--- src/rtl/lsu_ctrl_if.sv ---
// Execute / data-memory / writeback signal bundle for lsu_ctrl.
// out_misalign exists only when LSU_MISALIGN_CHECK_EN is defined.
interface lsu_ctrl_if #(
   parameter int ADDR_W = 32
);
   logic              in_valid;
   logic              in_ready;
   logic [31:0]       in_inst;
   logic [ADDR_W-1:0] in_addr;
   logic [31:0]       in_wdata;
   logic              mem_req_valid;
   logic              mem_req_ready;
   logic              mem_req_wen;
   logic [ADDR_W-1:0] mem_req_addr;
   logic [31:0]       mem_req_wdata;
   logic [3:0]        mem_req_wstrb;
   logic              mem_resp_valid;
   logic [31:0]       mem_resp_rdata;
   logic              out_valid;
   logic              out_ready;
   logic [31:0]       out_rdata;
   logic              out_is_load;
`ifdef LSU_MISALIGN_CHECK_EN
   logic              out_misalign;
`endif

   modport master (
`ifdef LSU_MISALIGN_CHECK_EN
      input  out_misalign,
`endif
      output in_valid, in_inst, in_addr, in_wdata, mem_req_ready,
      output mem_resp_valid, mem_resp_rdata, out_ready,
      input  in_ready, mem_req_valid, mem_req_wen, mem_req_addr,
      input  mem_req_wdata, mem_req_wstrb, out_valid, out_rdata, out_is_load
   );

   modport slave (
`ifdef LSU_MISALIGN_CHECK_EN
      output out_misalign,
`endif
      input  in_valid, in_inst, in_addr, in_wdata, mem_req_ready,
      input  mem_resp_valid, mem_resp_rdata, out_ready,
      output in_ready, mem_req_valid, mem_req_wen, mem_req_addr,
      output mem_req_wdata, mem_req_wstrb, out_valid, out_rdata, out_is_load
   );
endinterface

--- src/rtl/lsu_ctrl.sv ---
// Multi-cycle load/store controller between execute and the data-memory port.
// Optional LSU_MISALIGN_CHECK_EN: misaligned half/word accesses complete without a memory request.
module lsu_ctrl #(
   parameter int ADDR_W = 32,
   parameter int DATA_W = 32
) (
   input logic       clk,
   input logic       rst_n,
   lsu_ctrl_if.slave bus
);
   // state | meaning
   // IDLE  | in_ready high, waiting for an instruction
   // REQ   | memory request held until mem_req_ready
   // WAIT  | waiting for mem_resp_valid
   // DONE  | result held until out_ready
   typedef enum logic [1:0] {IDLE, REQ, WAIT, DONE} state_t;

   localparam logic [6:0] OP_LOAD  = 7'b0000011;
   localparam logic [6:0] OP_STORE = 7'b0100011;

   state_t            state;
   logic [31:0]       inst_q;
   logic [ADDR_W-1:0] addr_q;
   logic [DATA_W-1:0] wdata_q;
   logic              in_ready_q, req_valid_q, req_wen_q, out_valid_q, out_is_load_q;
   logic [ADDR_W-1:0] req_addr_q;
   logic [31:0]       req_wdata_q, out_rdata_q;
   logic [3:0]        req_wstrb_q;

   logic [6:0]  opcode;
   logic [2:0]  funct3;
   logic        is_load, is_store;
   logic [3:0]  st_strb;
   logic [31:0] st_wdata, ld_data;
   logic [7:0]  ld_byte;
   logic [15:0] ld_half;
   logic        unused_bits;

   assign opcode   = bus.in_inst[6:0];
   assign funct3   = bus.in_inst[14:12];
   assign is_load  = (opcode == OP_LOAD) &&
                     (funct3 inside {3'b000, 3'b001, 3'b010, 3'b100, 3'b101});
   assign is_store = (opcode == OP_STORE) && (funct3 inside {3'b000, 3'b001, 3'b010});

   always_comb begin
      st_strb  = 4'b1111;
      st_wdata = bus.in_wdata;
      case (funct3[1:0])
         2'b00: begin
            st_strb  = 4'b0001 << bus.in_addr[1:0];
            st_wdata = {4{bus.in_wdata[7:0]}};
         end
         2'b01: begin
            st_strb  = bus.in_addr[1] ? 4'b1100 : 4'b0011;
            st_wdata = {2{bus.in_wdata[15:0]}};
         end
         default: ;
      endcase
   end

   // Load formatting uses the captured funct3/address, not the live inputs.
   always_comb begin
      ld_byte = bus.mem_resp_rdata[{addr_q[1:0], 3'b000} +: 8];
      ld_half = bus.mem_resp_rdata[{addr_q[1], 4'b0000} +: 16];
      case (inst_q[14:12])
         3'b000:  ld_data = {{24{ld_byte[7]}}, ld_byte};
         3'b001:  ld_data = {{16{ld_half[15]}}, ld_half};
         3'b100:  ld_data = {24'h0, ld_byte};
         3'b101:  ld_data = {16'h0, ld_half};
         default: ld_data = bus.mem_resp_rdata;
      endcase
   end

`ifdef LSU_MISALIGN_CHECK_EN
   logic mis, misalign_q;
   assign mis = ((funct3[1:0] == 2'b01) && bus.in_addr[0]) ||
                ((funct3[1:0] == 2'b10) && (bus.in_addr[1:0] != 2'b00));
   assign bus.out_misalign = misalign_q;
`endif

   always_ff @(posedge clk or negedge rst_n) begin
      if (!rst_n) begin
         state         <= IDLE;
         inst_q        <= '0;
         addr_q        <= '0;
         wdata_q       <= '0;
         in_ready_q    <= 1'b1;
         req_valid_q   <= 1'b0;
         req_wen_q     <= 1'b0;
         req_addr_q    <= '0;
         req_wdata_q   <= '0;
         req_wstrb_q   <= '0;
         out_valid_q   <= 1'b0;
         out_rdata_q   <= '0;
         out_is_load_q <= 1'b0;
`ifdef LSU_MISALIGN_CHECK_EN
         misalign_q    <= 1'b0;
`endif
      end else begin
         case (state)
            IDLE: if (bus.in_valid) begin
               inst_q     <= bus.in_inst;
               addr_q     <= bus.in_addr;
               wdata_q    <= bus.in_wdata;
               in_ready_q <= 1'b0;
`ifdef LSU_MISALIGN_CHECK_EN
               if ((is_load || is_store) && mis) begin
                  state         <= DONE;
                  out_valid_q   <= 1'b1;
                  out_rdata_q   <= '0;
                  out_is_load_q <= is_load;
                  misalign_q    <= 1'b1;
               end else
`endif
               if (is_load || is_store) begin
                  state       <= REQ;
                  req_valid_q <= 1'b1;
                  req_wen_q   <= is_store;
                  req_addr_q  <= {bus.in_addr[ADDR_W-1:2], 2'b00};
                  req_wdata_q <= st_wdata;
                  req_wstrb_q <= is_store ? st_strb : 4'b0000;
               end else begin
                  state         <= DONE;
                  out_valid_q   <= 1'b1;
                  out_rdata_q   <= '0;
                  out_is_load_q <= 1'b0;
               end
            end
            REQ: if (bus.mem_req_ready) begin
               state       <= WAIT;
               req_valid_q <= 1'b0;
            end
            WAIT: if (bus.mem_resp_valid) begin
               state         <= DONE;
               out_valid_q   <= 1'b1;
               out_rdata_q   <= (inst_q[6:0] == OP_LOAD) ? ld_data : 32'h0;
               out_is_load_q <= (inst_q[6:0] == OP_LOAD);
            end
            DONE: if (bus.out_ready) begin
               state       <= IDLE;
               out_valid_q <= 1'b0;
               in_ready_q  <= 1'b1;
`ifdef LSU_MISALIGN_CHECK_EN
               misalign_q  <= 1'b0;
`endif
            end
            default: state <= IDLE;
         endcase
      end
   end

   assign bus.in_ready      = in_ready_q;
   assign bus.mem_req_valid = req_valid_q;
   assign bus.mem_req_wen   = req_wen_q;
   assign bus.mem_req_addr  = req_addr_q;
   assign bus.mem_req_wdata = req_wdata_q;
   assign bus.mem_req_wstrb = req_wstrb_q;
   assign bus.out_valid     = out_valid_q;
   assign bus.out_rdata     = out_rdata_q;
   assign bus.out_is_load   = out_is_load_q;

   assign unused_bits = ^{inst_q[31:15], inst_q[11:7], addr_q[ADDR_W-1:2], wdata_q};
endmodule
--- src/flat_wrapper.sv ---
// flat-port wrapper written by rule: the top's interface ports become plain ports
module lsu_ctrl_flat 
#(
   parameter int ADDR_W = 32,
   parameter int DATA_W = 32
)
  (clk, rst_n, bus_in_valid, bus_in_inst, bus_in_addr, bus_in_wdata, bus_mem_req_ready, bus_mem_resp_valid, bus_mem_resp_rdata, bus_out_ready, bus_in_ready, bus_mem_req_valid, bus_mem_req_wen, bus_mem_req_addr, bus_mem_req_wdata, bus_mem_req_wstrb, bus_out_valid, bus_out_rdata, bus_out_is_load);
  lsu_ctrl_if #(.ADDR_W(ADDR_W)) bus_i ();
  input logic clk;
  input logic rst_n;
  input wire logic [$bits(bus_i.in_valid)-1:0] bus_in_valid;
  input wire logic [$bits(bus_i.in_inst)-1:0] bus_in_inst;
  input wire logic [$bits(bus_i.in_addr)-1:0] bus_in_addr;
  input wire logic [$bits(bus_i.in_wdata)-1:0] bus_in_wdata;
  input wire logic [$bits(bus_i.mem_req_ready)-1:0] bus_mem_req_ready;
  input wire logic [$bits(bus_i.mem_resp_valid)-1:0] bus_mem_resp_valid;
  input wire logic [$bits(bus_i.mem_resp_rdata)-1:0] bus_mem_resp_rdata;
  input wire logic [$bits(bus_i.out_ready)-1:0] bus_out_ready;
  output wire logic [$bits(bus_i.in_ready)-1:0] bus_in_ready;
  output wire logic [$bits(bus_i.mem_req_valid)-1:0] bus_mem_req_valid;
  output wire logic [$bits(bus_i.mem_req_wen)-1:0] bus_mem_req_wen;
  output wire logic [$bits(bus_i.mem_req_addr)-1:0] bus_mem_req_addr;
  output wire logic [$bits(bus_i.mem_req_wdata)-1:0] bus_mem_req_wdata;
  output wire logic [$bits(bus_i.mem_req_wstrb)-1:0] bus_mem_req_wstrb;
  output wire logic [$bits(bus_i.out_valid)-1:0] bus_out_valid;
  output wire logic [$bits(bus_i.out_rdata)-1:0] bus_out_rdata;
  output wire logic [$bits(bus_i.out_is_load)-1:0] bus_out_is_load;
  assign bus_i.in_valid = bus_in_valid;
  assign bus_i.in_inst = bus_in_inst;
  assign bus_i.in_addr = bus_in_addr;
  assign bus_i.in_wdata = bus_in_wdata;
  assign bus_i.mem_req_ready = bus_mem_req_ready;
  assign bus_i.mem_resp_valid = bus_mem_resp_valid;
  assign bus_i.mem_resp_rdata = bus_mem_resp_rdata;
  assign bus_i.out_ready = bus_out_ready;
  assign bus_in_ready = bus_i.in_ready;
  assign bus_mem_req_valid = bus_i.mem_req_valid;
  assign bus_mem_req_wen = bus_i.mem_req_wen;
  assign bus_mem_req_addr = bus_i.mem_req_addr;
  assign bus_mem_req_wdata = bus_i.mem_req_wdata;
  assign bus_mem_req_wstrb = bus_i.mem_req_wstrb;
  assign bus_out_valid = bus_i.out_valid;
  assign bus_out_rdata = bus_i.out_rdata;
  assign bus_out_is_load = bus_i.out_is_load;
  lsu_ctrl #(.ADDR_W(ADDR_W), .DATA_W(DATA_W)) u_core (.clk(clk), .rst_n(rst_n), .bus(bus_i));
endmodule
--- config.mk ---
export PLATFORM = sky130hd
export DESIGN_NAME = lsu_ctrl_flat
export DESIGN_NICKNAME = d
export VERILOG_FILES = /design/src/rtl/lsu_ctrl_if.sv /design/src/rtl/lsu_ctrl.sv /design/src/flat_wrapper.sv
export SDC_FILE = /design/constraint.sdc
export NUM_CORES = 1
export LEC_CHECK = 0
export CAP_MARGIN = 10
export CORE_MARGIN = 2
export CORE_UTILIZATION = 43
export CTS_CLUSTER_SIZE = 30
export DETAILED_ROUTE_END_ITERATION = 7
export PLACE_DENSITY = 0.92
export RECOVER_POWER = 50
export SKIP_CTS_REPAIR_TIMING = 1
export SLEW_MARGIN = 10
export SYNTH_ARGS = -nofsm -noshare
export SYNTH_HDL_FRONTEND = slang
export SYNTH_SLANG_ARGS = --single-unit
--- constraint.sdc ---
create_clock -name clk -period 2.5 [get_ports clk]
set_input_delay 0.5 -clock clk [delete_from_list [all_inputs] [get_ports clk]]
set_output_delay 0.5 -clock clk [all_outputs]
set_load 0.005 [all_outputs]
Word level (Yosys, flattened, before mapping)
Index checks and enable logic that the tools add are counted.

Output and inout port bits: 105. Register bits after elaboration: 122. Logic and storage cells: 87. Input bits: 134.

Equality and inequality tests: 20. Reduce and logical (&&, ||, !) cells: 20. Mux-type cells: 32. Shift operators: 3.

Operators by type and width (count): $mux 32 (4); $pmux 32 s2 (2); $pmux 32 s4 (1); $shiftx 32x6->16 (1); $shiftx 32x6->8 (1); $eq 7x2->1 const B (2); $eq 3x3->1 const B (4); $mux 1 (12); $reduce_and 4->1 (3); $mux 2 (5); $ne 2x2->1 const B (5); $mux 4 (2); $pmux 2 s4 (1); $pmux 4 s2 (1); $eq 7x6->1 const B (1); $eq 3x1->1 const B (2); $logic_not 3->1 (2); $pmux 1 s2 (3); $reduce_and 3->1 (2); $reduce_bool 2->1 (3); $reduce_bool 3->1 (2); $reduce_and 5->1 (1); $reduce_bool 5->1 (1); $eq 2x1->1 const B (2); 9 further kinds (12).

Logic depth before layout (Yosys ltp)
Gate-level depths: netlist of run 1.

Depth after elaboration: 7. Depth in mapped cells: 11. Gate-level depth less buffers: 7.

Least setup slack after synthesis of run 1
Ideal clock, no wire load.

Path type: input port to flip-flop. Start point: in bus_in_inst[3]. End point: reg u_core.out_rdata_q[0], in the netlist u_core.bus.out_rdata[0]. Setup slack: 0.399 ns. Data required time: 2.390 ns. Setup time: 0.110 ns. Arrival time: 1.991 ns. Stages: 8. Path buffers: 3. Cell sequence: or4b_4 > nor4b_4 > a211o_1 > buf_4 > buf_6 > buf_6 > nand2_1 > o41ai_1.

Cells in the longest elaborated chain, start to end: 5. Elaborated cells between the ends (all ways): 7. Those cells by class: eq/ne: 3; reduce/logical: 4.

Ends and longest elaborated chain: start: declaration (line flat_wrapper.sv:12) `input wire logic [$bits(bus_i.in_inst)-1:0] bus_in_inst;`; $eq 7x2->1 / $eq 7x6->1 (equally long branches) (line lsu_ctrl.sv:41, lsu_ctrl.sv:43); $logic_and 1x1->1, on equally long branches (line lsu_ctrl.sv:41, lsu_ctrl.sv:43); $logic_or 1x1->1 * (line lsu_ctrl.sv:115) `if (is_load || is_store) begin`; $ne 2x2->1 (no line) *; $reduce_and 4->1 (no line) *; end signal: assignment (line lsu_ctrl.sv:136) `out_rdata_q <= (inst_q[6:0] == OP_LOAD) ? ld_data : 32'h0;`; end: declaration (line lsu_ctrl.sv:27) `logic [31:0] req_wdata_q, out_rdata_q;`.

Every way passes the cells marked *; elsewhere a longest branch is shown, timed or not. A chain may end at the register's enable or synchronous reset.

Final worst setup path of run 1
Start point: in bus_in_inst[3]. End point: reg u_core.req_wdata_q[17], in the netlist u_core.bus.mem_req_wdata[17].

Cells in the longest elaborated chain, start to end: 4. Elaborated cells between the ends (all ways): 6. Those cells by class: eq/ne: 2; reduce/logical: 4.

Ends and longest elaborated chain: $eq 7x2->1 / $eq 7x6->1 (equally long branches) (line lsu_ctrl.sv:41, lsu_ctrl.sv:43); $logic_and 1x1->1, on equally long branches (line lsu_ctrl.sv:41, lsu_ctrl.sv:43); $logic_or 1x1->1 * (line lsu_ctrl.sv:115); $reduce_and 3->1 (no line) *; end signal: assignment (line lsu_ctrl.sv:120) `req_wdata_q <= st_wdata;`; end: declaration (line lsu_ctrl.sv:27).

Marks and branches as above.

==> summary.md, run 1 <==
| Metric | Value |
|---|---|
| Status | finished, violations left |
| Violated checks | max-capacitance violations, max-slew violations |
| Ant diodes | 0 |
| # clock sinks | 117 |
| Pwr Density | 845.5 nW/um2 |
| I/O pin cnt | 239 |
| Post-synth EDFFs | 0 |
| WP data arrival | 2.53 ns |
| Reg clk slew, reported paths | 0.06 ns |
| YS warnings | 0 |
| HPWL Detailed | 12110 um |
| Global-route wire length before repair | 26130 um |
| Syn Inst Count | 584 |
| Most common cell in the netlist | nand2_1 |
| Max Cap Viol | 1 |
| Crit end category | flop |
| Slew headroom | -25.54% |
| Largest cells by area after synthesis | dfrtp_1 (53%), nand2_1 (13%), mux2i_1 (6.4%) |
| Worst clock skew | 0.009205 ns |
| Sequential area share after synthesis | 53.13% |
| Clock latency on the worst-skew pair | 0.41 ns |
| Post-synth ARST share | 100.0% |
| Final wirelength | 17050 um |
| FF+latch count, synth | 117 |
| CP required | 2.77 ns |
| Largest area contributor in the netlist | dfrtp_1 |
| CP Max Fanout | 91 |
| Initial core utilization | 43.86% |
| Fin area | 8597 um2 |
| Vias in the first global route | 5178 |
| GP Congestion | 0.8437 |
| Initial antenna violation count | 0 |
| Max Buffers Root-to-Sink | 2 |
| Fmax | 442.4 MHz |
| Via count | 5148 |
| Critical Path Start Type | primary input |
| Final Total Pwr | 7269 uW |
| Worst reg2reg setup slack | 0.25 ns |
| Area post-placement | 7914 um2 |
| Hold Vio Cnt, Final | 0 |
| Worst-Margin Slew | 1.883 ns |
| PortBufs | 214 |
| Final period utilization | 90.42% |
| Cell area after synthesis | 5513 um2 |
| Gr ovfl total | 0 |
| Detailed Route Iter0 Violations | 552 |
| Final nets | 940 |
| CORE AREA | 12570 um2 |
| Primary FF master, synth | dfrtp_1 |
| DIE AREA | 13740 um2 |
| Die X | 117.2 um |
| Syn Area/Cell | 9.440 um2 |
| Crit Path Category | primary input to flop |
| Total track usage | 24.99% |
| Post-route ant nets | 0 |
| Setup Viol. Count Final | 0 |
| Total CTS buffers | 17 |
| VDD IR max | 534.3 uV |
| Tmin final | 2.260 ns |
| Die height | 117.2 um |
| Largest net degree at the start of global routing | 92 |
| Detailed Routing Iterations Pass 1 | 5 |
| Final Util | 68.40% |
| Drt drc | 0 |
| Site row count | 41 |
| Clock Tree Root | clkbuf_16 |
| Routed len/inst | 17.29 um |
| RSZ-0062 raised after global routing | no |
| Final slew viol count | 34 |
| Drt via density | 5.221 |
| Leak | 0.004088 uW |
| CTS tree | done |
| Layout cells sized above 1 | 9.091% |
| Post-synth top cells | nand2_1 (185), dfrtp_1 (116), o21ai_0 (40) |
| Area grow syn2layout | 55.95% |
| Worst min path class | flop to flop |
| H-tree depth | 4 |
| Synth cell types | 43 |
| Synth top area share | 52.66% |
==> per-layer routing <==
layer | global-route usage [%] | up-vias | part of all wire [%]
met5 | 0 | - | 0
met4 | 10.35 | 0 | 2.3
met3 | 8.651 | 36 | 9.4
met2 | 41.80 | 247 | 50
met1 | 29.38 | 2453 | 38
li1 | - | 2412 | -
==> critical path, stage by stage <==
cell             delay [ns]
clkdlybuf4s50_1        0.43
or4b_4                 0.57
nor4b_4                0.24
buf_4                  0.17
nand3_2                0.09
buf_12                 0.22
nand2_1                0.14
o21ai_0                0.11
==> area by class of cell <==
type / instances / area (um2)
inverter: 10 / 37.54
fill: 915 / 3971
multi-input combinational: 418 / 2345
tap: 172 / 215.2
sequential: 117 / 2929
clock inverter: 13 / 250.2
timing repair buffer: 237 / 2377
clock buffer: 19 / 442.9
==> path summary, 6_finish.rpt <==
kind,from,cells after the start,end
max,bus_in_inst[3],8,u_core.bus.mem_req_wdata[17]
min,u_core.bus.out_rdata[3],2,u_core.bus.out_rdata[3]
max reg2reg,u_core.state[0],8,u_core.bus.out_rdata[13]
min reg2reg,u_core.bus.out_rdata[3],2,u_core.bus.out_rdata[3]
max in group asynchronous,rst_n,2,u_core.bus.in_ready
min in group asynchronous,rst_n,1,u_core.bus.out_rdata[29]
==> cells by family (layout without fill, tap and decap cells) <==
logic type | after synthesis | in the layout | synth area share (%)
other | 1 | 2 | 0.06802
DFF | 117 | 117 | 53.13
AOI/OAI and AO/OA | 121 | 121 | 13.66
adders and majority gates | 5 | 5 | 1.135
muxes | 50 | 50 | 9.623
and+or+nand+nor | 240 | 240 | 17.98
buffers and inverters | 50 | 279 | 4.403
==> stage by stage <==
step	setup slack (ns)	cells	hold slack [ns]	setup TNS (ns)
after floorplan	0.3985	585	0.2044	0
after global placement	-0.07190	954	0.4549	-3.579
after detailed placement	-0.1290	954	0.4601	-5.315
after CTS	0.2841	986	0.04522	0
after global routing	0.08826	986	0.4860	0
final	0.2395	986	0.4670	0
==> registers in the layout, summed over array words and instances (netlist names) <==
signal                    count
u_core.inst_q                10
u_core.bus.mem_req_wen        1
u_core.bus.mem_req_wstrb      4
u_core.bus.mem_req_wdata     32
u_core.bus.mem_req_valid      1
u_core.bus.out_valid          1
u_core.bus.out_rdata         32
u_core.addr_q                 2
u_core.bus.mem_req_addr      30
u_core.bus.out_is_load        1
u_core.bus.in_ready           1
u_core.state                  2
==> cell usage in the layout (no fill, tap or decap), types with 15 or more instances in the layout <==
cell	Yosys	final
clkdlybuf4s50_1	0	163
dfrtp_1	116	116
a21oi_1	34	34
mux2i_1	35	35
nand2_1	185	185
o31ai_1	16	16
clkbuf_16	0	17
o21ai_0	40	40
buf_4	7	15
nor2_1	31	31
dlygate4sd3_1	0	50
==> report_power, final <==
part | total (uW) | switching [uW] | internal (uW)
clock | 2870 | 873 | 2000
combinational | 2060 | 1060 | 997
sequential | 2340 | 229 | 2110
No activity file was read; power rests on OpenSTA's default activity.
==> inputs of run 2 (changes only) <==
--- a/config.mk
+++ b/config.mk
@@ -12,3 +12,4 @@
 export DETAILED_ROUTE_END_ITERATION = 7
-export PLACE_DENSITY = 0.92
+export GPL_TIMING_DRIVEN = 0
+export PLACE_DENSITY = 0.83
 export RECOVER_POWER = 50
==> constraint.sdc (replaced) <==
create_clock -name clk -period 2.5 [get_ports clk]
set_input_delay 0.25 -clock clk [delete_from_list [all_inputs] [get_ports clk]]
set_output_delay 0.25 -clock clk [all_outputs]
set_load 0.005 [all_outputs]
==> summary.md, run 2 (synthesis gave the netlist of run 1 again) <==
| Metric | Value |
|---|---|
| Fill cells | 964 (+5.4%) |
| Slew headroom | 18.74% (+44 points) |
| Detailed Route Iter0 Violations | 419 (-24%) |
| Gr ovfl total | 0 (unchanged) |
| HPWL Detailed | 13320 um (+10%) |
| Int Pwr | 4591 uW (-10%) |
| Layout cells sized above 1 | 7.748% (-1.3 points) |
| RSZ-0062 raised after global routing | no |
| PortBufs | 212 (-0.93%) |
| Worst reg2reg setup slack | 0.19 ns (-0.06 ns) |
| Drt via density | 5.271 (+0.95%) |
| Reg2reg start | u_core.state[0] |
| Initial antenna violation count | 0 (unchanged) |
| GP Congestion | 0.8856 (+5.0%) |
| Global-route wire length before repair | 26970 um (+3.2%) |
| Tmin final | 2.312 ns (+0.05105 ns) |
| CORE AREA | 12570 um2 (unchanged) |
| Fmax | 432.6 MHz (-2.2%) |
| I/O pin cnt | 239 (unchanged) |
| Worst min path class | primary input to flop |
| Non-Filler Instances | 998 (+1.2%) |
| Seq pwr share | 33.5% (+1.3 points) |
| Final period utilization | 92.46% (+2.0 points) |
| Reg clk slew, reported paths | 0.05 ns (about the same) |
| Site row count | 41 (unchanged) |
| Dpl cells | 970 (+1.7%) |
| # clock sinks | 117 (unchanged) |
| Pwr Density | 800.7 nW/um2 (-5.3%) |
| Multi-input combinational cell area | 2345 um2 (unchanged) |
| Worst clock skew | 0.007466 ns (-0.001739 ns) |
| Die height | 117.2 um (unchanged) |
| Initial core utilization | 43.86% (unchanged) |
| Largest net degree at the start of global routing | 73 (-21%) |
| Final slew viol count | 0 (-100%) |
| Worst Reg2Reg Path Length in Cells | 8 (unchanged) |
| Setup WS post-layout | 0.1885 ns (-0.05105 ns) |
| Die X | 117.2 um (unchanged) |
| DIE AREA | 13740 um2 (unchanged) |
| CP Max Fanout | 9 (-90%) |
| Final Util | 67.13% (-1.3 points) |
| WP data arrival | 2.66 ns (+0.13 ns) |
| DP Worst Slack | -0.1759 ns (-0.04690 ns) |
| Vias in the first global route | 5360 (+3.5%) |
| Clk pwr share | 34.2% (-5.3 points) |
| Sw frac | 32.04% (+2.3 points) |
| Hold Vio Cnt, Final | 0 (unchanged) |
| Clock latency on the worst-skew pair | 0.42 ns (about the same) |
| Area grow syn2layout | 53.04% |
| Hold depth | 3 (+1) |
| Most frequent cells in the layout | nand2_1 (185), clkdlybuf4s50_1 (161), dfrtp_1 (116) |
| Crit Path Category | flop to flop |
| Psw | 2165 uW (about the same) |
| Max Buffers Root-to-Sink | 2 (unchanged) |
| Detailed Routing Iterations Pass 1 | 5 (unchanged) |
| Post-route ant nets | 0 (unchanged) |
| Commonest non-fill, non-tap cell in the layout | nand2_1 |
| Setup Viol. Count Final | 0 (unchanged) |
| Hold Crit Endpoint | u_core.bus.in_ready |
| Status | complete, no violations |
| Ant diodes | 0 (unchanged) |
| Clock Tree Root | clkbuf_16 |
| VDD IR max | 513.0 uV (-4.0%) |
| Max Cap Viol | 0 (-1) |
| CP required | 2.85 ns (+0.08 ns) |
| Hold Path Origin | bus_in_valid |
| Final hold slack | 0.2692 ns (-0.1977 ns) |
| Worst-Margin Slew | 1.219 ns (-0.6642 ns) |
| Seq. cell area | 2929 um2 (unchanged) |
| Routed len/inst | 17.66 um (+2.1%) |
| Total track usage | 25.98% (+0.99 points) |
| Via count | 5260 (+2.2%) |
| Final wirelength | 17620 um (+3.3%) |
| Gate power share | 32.3% (+4.0 points) |
| Final nets | 957 (+1.8%) |
| Total CTS buffers | 17 (unchanged) |
| H-tree depth | 4 (unchanged) |
| Crit end category | flop |
| Drt drc | 0 (unchanged) |
| CTS tree | done |
| Worst setup startpoint | u_core.state[0] |
| Leak | 0.004007 uW (-2.0%) |
| Critical Path Start Type | flop |
| R2R Path End | u_core.bus.out_rdata[11] |
==> run 2: cell types whose count changed in the layout (fill, tap and decap cells not counted), sizes merged <==
| cell | delta |
|---|---|
| clkdlybuf4s50 | -2 |
| clkinv | +1 |
| clkinvlp | -1 |
| dlygate4sd3 | +1 |
| bufinv | -5 |
| inv | -2 |
| buf | -2 |
| clkbuf | +22 |
==> run 2: layout make-up <==
class	count	area share, %
multi-input combinational	418	27.79
buffer	40	2.432
clock buffer	21	5.576
tap	172	2.551
sequential	117	34.72
inverter	10	0.4449
timing repair buffer	214	25.54
clock inverter	6	0.9491
==> run 2: worst max-delay path: stages, from the launching register on <==
cell	delay (ns)
dfrtp_1	0.40
inv_1	0.14
ha_1	0.17
clkbuf_1	0.31
nor2_1	0.09
a211o_1	0.31
buf_4	0.17
nor2_1	0.45
a22o_1	0.22
==> run 2: routing by layer <==
layer	vias to the layer above	GRT usage, %	share of wire [%]
li1	2445	-	-
met3	34	9.475	9.2
met1	2533	30.22	39
met2	248	43.30	49
met5	-	0	0
met4	0	11.22	2.5
==> run 2: worst max-delay path by stage <==
stage | endpoint | slack [ns] | cells after the start
floorplan | u_core.bus.out_rdata[0] | 0.60 | 8
global placement | u_core.bus.mem_req_wdata[1] | -3.21 | 1
detailed placement | u_core.bus.mem_req_wstrb[0] | -0.18 | 7
CTS | u_core.bus.out_rdata[10] | 0.22 | 8
global route | u_core.bus.out_rdata[10] | 0.03 | 8
finish | u_core.bus.out_rdata[11] | 0.19 | 8
==> run 2: power groups by stage <==
stage                     clock network (uW)  logic [uW]  registers [uW]
after floorplan                            0        1350            2260
after global placement                     0        2070            2270
after detailed placement                   0        2170            2290
after CTS                               2330        2180            2260
after global routing                    2420        2370            2290
final                                   2310        2180            2260
==> run 2: stage by stage <==
stage / TNS, ns / total power (uW) / cell area, um2
detailed placement: -5.691 / 4458 / 7883
CTS: 0 / 6772 / 8433
finish: 0 / 6756 / 8437
global placement: -377.32 / 4347 / 7854
global route: 0 / 7078 / 8437
floorplan: 0 / 3609 / 5517
==> inputs of run 3 (changes only) <==
ABC_AREA = 1   (was default)
CORE_MARGIN = default   (was 2)
CORE_UTILIZATION = 39   (was 43)
PLACE_DENSITY = 0.8   (was 0.83)
clock period = 2.1 ns   (was 2.5 ns; I/O delays follow)
==> summary.md, run 3 <==
| Metric | Value |
|---|---|
| Final hold slack | 0.2773 ns (+0.008063 ns) |
| Tmin final | 1.925 ns (-0.3869 ns) |
| Post-synth ARST share | 100.0% (unchanged) |
| Post-synth top cells | nand2_1 (257), dfrtp_1 (116), o21ai_0 (63) |
| Syn Inst Count | 696 (+19%) |
| Post-synth EDFFs | 0 (unchanged) |
| Die X | 121.6 um (+3.7%) |
| Final period utilization | 91.65% (-0.81 points) |
| Gr ovfl total | 0 (unchanged) |
| Seq. cell area | 2929 um2 (unchanged) |
| TNS Setup | 0 ns (unchanged) |
| YS warnings | 0 (unchanged) |
| Commonest non-fill, non-tap cell in the layout | nand2_1 |
| Area grow syn2layout | 54.98% |
| # clock sinks | 117 (unchanged) |
| Worst clock skew | 0.008475 ns (+0.001008 ns) |
| Final Util | 62.06% (-5.1 points) |
| Fmax | 519.6 MHz (+20%) |
| Largest net degree at the start of global routing | 60 (-18%) |
| Max Buffers Root-to-Sink | 2 (unchanged) |
| Detailed Route Iter0 Violations | 420 (+0.24%) |
| Leak | 0.004110 uW (+2.6%) |
| Primary FF master, synth | dfrtp_1 |
| Drt via density | 4.960 (-5.9%) |
| WP data arrival | 2.25 ns (-0.41 ns) |
| Largest area contributor in the netlist | dfrtp_1 |
| PortBufs | 213 (+0.47%) |
| HPWL Detailed | 12280 um (-7.8%) |
| Setup Viol. Count Final | 0 (unchanged) |
| Clock latency on the worst-skew pair | 0.41 ns (about the same) |
| Ant diodes | 0 (unchanged) |
| Largest cells by area after synthesis | dfrtp_1 (52%), nand2_1 (17%), o21ai_0 (5.7%) |
| Cell area after synthesis | 5580 um2 (+1.2%) |
| Synth top area share | 52.02% (-0.64 points) |
| Clock Tree Root | clkbuf_16 |
| CP Max Fanout | 10 (+1) |
| Synth cell types | 35 (-19%) |
| DIE AREA | 14790 um2 (+7.6%) |
| Site row count | 43 (+4.9%) |
| Pwr Density | 1002 nW/um2 (+25%) |
| Die height | 121.6 um (+3.7%) |
| Detailed Routing Iterations Pass 1 | 5 (unchanged) |
| Multi-input combinational cell area | 2242 um2 (-4.4%) |
| Fill cells | 1226 (+27%) |
| Initial antenna violation count | 0 (unchanged) |
| Vias in the first global route | 5306 (-1.0%) |
| Syn Area/Cell | 8.018 um2 (-15%) |
| Critical Path Start Type | flop |
| Final slew viol count | 0 (unchanged) |
| Sequential area share after synthesis | 52.49% (-0.64 points) |
| Reg clk slew, reported paths | 0.06 ns (about the same) |
| VDD IR max | 510.0 uV (-0.59%) |
| RSZ-0062 raised after global routing | yes |
| Slew headroom | 2.053% (-17 points) |
| Drt drc | 0 (unchanged) |
| Hold Vio Cnt, Final | 0 (unchanged) |
| Global-route wire length before repair | 26240 um (-2.7%) |
| Final wirelength | 16700 um (-5.2%) |
| FF+latch count, synth | 117 (unchanged) |
| CORE AREA | 13930 um2 (+11%) |
| Routed len/inst | 14.86 um (-16%) |
| Final nets | 1070 (+12%) |
| Initial core utilization | 40.05% (-3.8 points) |
| Max Cap Viol | 0 (unchanged) |
| I/O pin cnt | 239 (unchanged) |
| Crit end category | flop |
| Via count | 5575 (+6.0%) |
| Status | complete, no violations |
| H-tree depth | 4 (unchanged) |
| Crit Path Category | flop to flop |
| Layout cells sized above 1 | 8.581% (+0.83 points) |
| Total track usage | 23.07% (-2.9 points) |
| CTS tree | done |
| Total CTS buffers | 17 (unchanged) |
| Most common cell in the netlist | nand2_1 |
| Most frequent cells in the layout | nand2_1 (256), clkdlybuf4s50_1 (211), dfrtp_1 (116) |
| Post-route ant nets | 0 (unchanged) |
| Worst-Margin Slew | 1.469 ns (+0.2503 ns) |
| GP Congestion | 0.8797 (-0.67%) |
| Worst min path class | primary input to flop |
| CP required | 2.42 ns (-0.43 ns) |
-- run 3: cell type report --
type / instances / area share [%]
buffer: 37 / 2.604
clock inverter: 12 / 2.300
multi-input combinational: 492 / 25.93
clock buffer: 20 / 5.396
tap: 180 / 2.604
timing repair buffer: 215 / 25.03
inverter: 51 / 2.271
sequential: 117 / 33.87
-- run 3: logic make-up after synthesis --
| group | Yosys count | synth area share [%] |
|---|---|---|
| and+or+nand+nor | 326 | 23.59 |
| DFF | 117 | 52.49 |
| AOI/OAI and AO/OA | 158 | 15.11 |
| adders and majority gates | 5 | 1.121 |
| muxes | 1 | 0.1794 |
| buffers and inverters | 88 | 7.444 |
| other | 1 | 0.06720 |
-- run 3: per-layer routing --
metal  GRT usage, %  wire length, um
met2          37.00             7887
met5              0                0
met4          8.719              328
met3          4.635             1048
met1          30.73             7440
-- run 3: per-stage QoR --
| stage | instances | power [uW] | worst slack (ns) | instance area (um2) |
|---|---|---|---|---|
| global route | 1124 | 9149 | -0.02887 | 8648 |
| global placement | 1090 | 5351 | -3.809 | 7941 |
| CTS | 1123 | 8669 | 0.05947 | 8636 |
| detailed placement | 1091 | 5403 | 0.07948 | 7970 |
| finish | 1124 | 8666 | 0.1754 | 8648 |
| floorplan | 697 | 4360 | 0.4338 | 5584 |
-- run 3: worst max-delay path, stage by stage (launching register included) --
cell	delay, ns
dfrtp_1	0.37
inv_1	0.09
ha_1	0.20
buf_4	0.17
nand2_1	0.13
nand2_1	0.09
a21oi_2	0.18
nand3_2	0.20
buf_2	0.24
o21ai_1	0.17
-- run 3: report_power, final --
group          internal [uW]  switching, uW  leakage (uW)  total [uW]
Clock                   2200           1060      0.000315        3260
Combinational           1130           1600       0.00220        2720
Sequential              2520            163       0.00160        2690
-- run 3: final timing paths --
kind	startpoint	to	slack, ns	depth (start not counted)
worst min register to register	u_core.bus.mem_req_addr[7]	u_core.bus.mem_req_addr[7]	0.48	2
max in group asynchronous	rst_n	u_core.bus.mem_req_addr[6]	0.46	3
worst min-delay path	bus_in_inst[13]	u_core.bus.mem_req_wen	0.28	4
worst max-delay path	u_core.state[0]	u_core.bus.out_rdata[11]	0.18	9
worst max register to register	u_core.state[0]	u_core.bus.out_rdata[11]	0.18	9
min in group asynchronous	rst_n	u_core.bus.out_valid	0.69	2
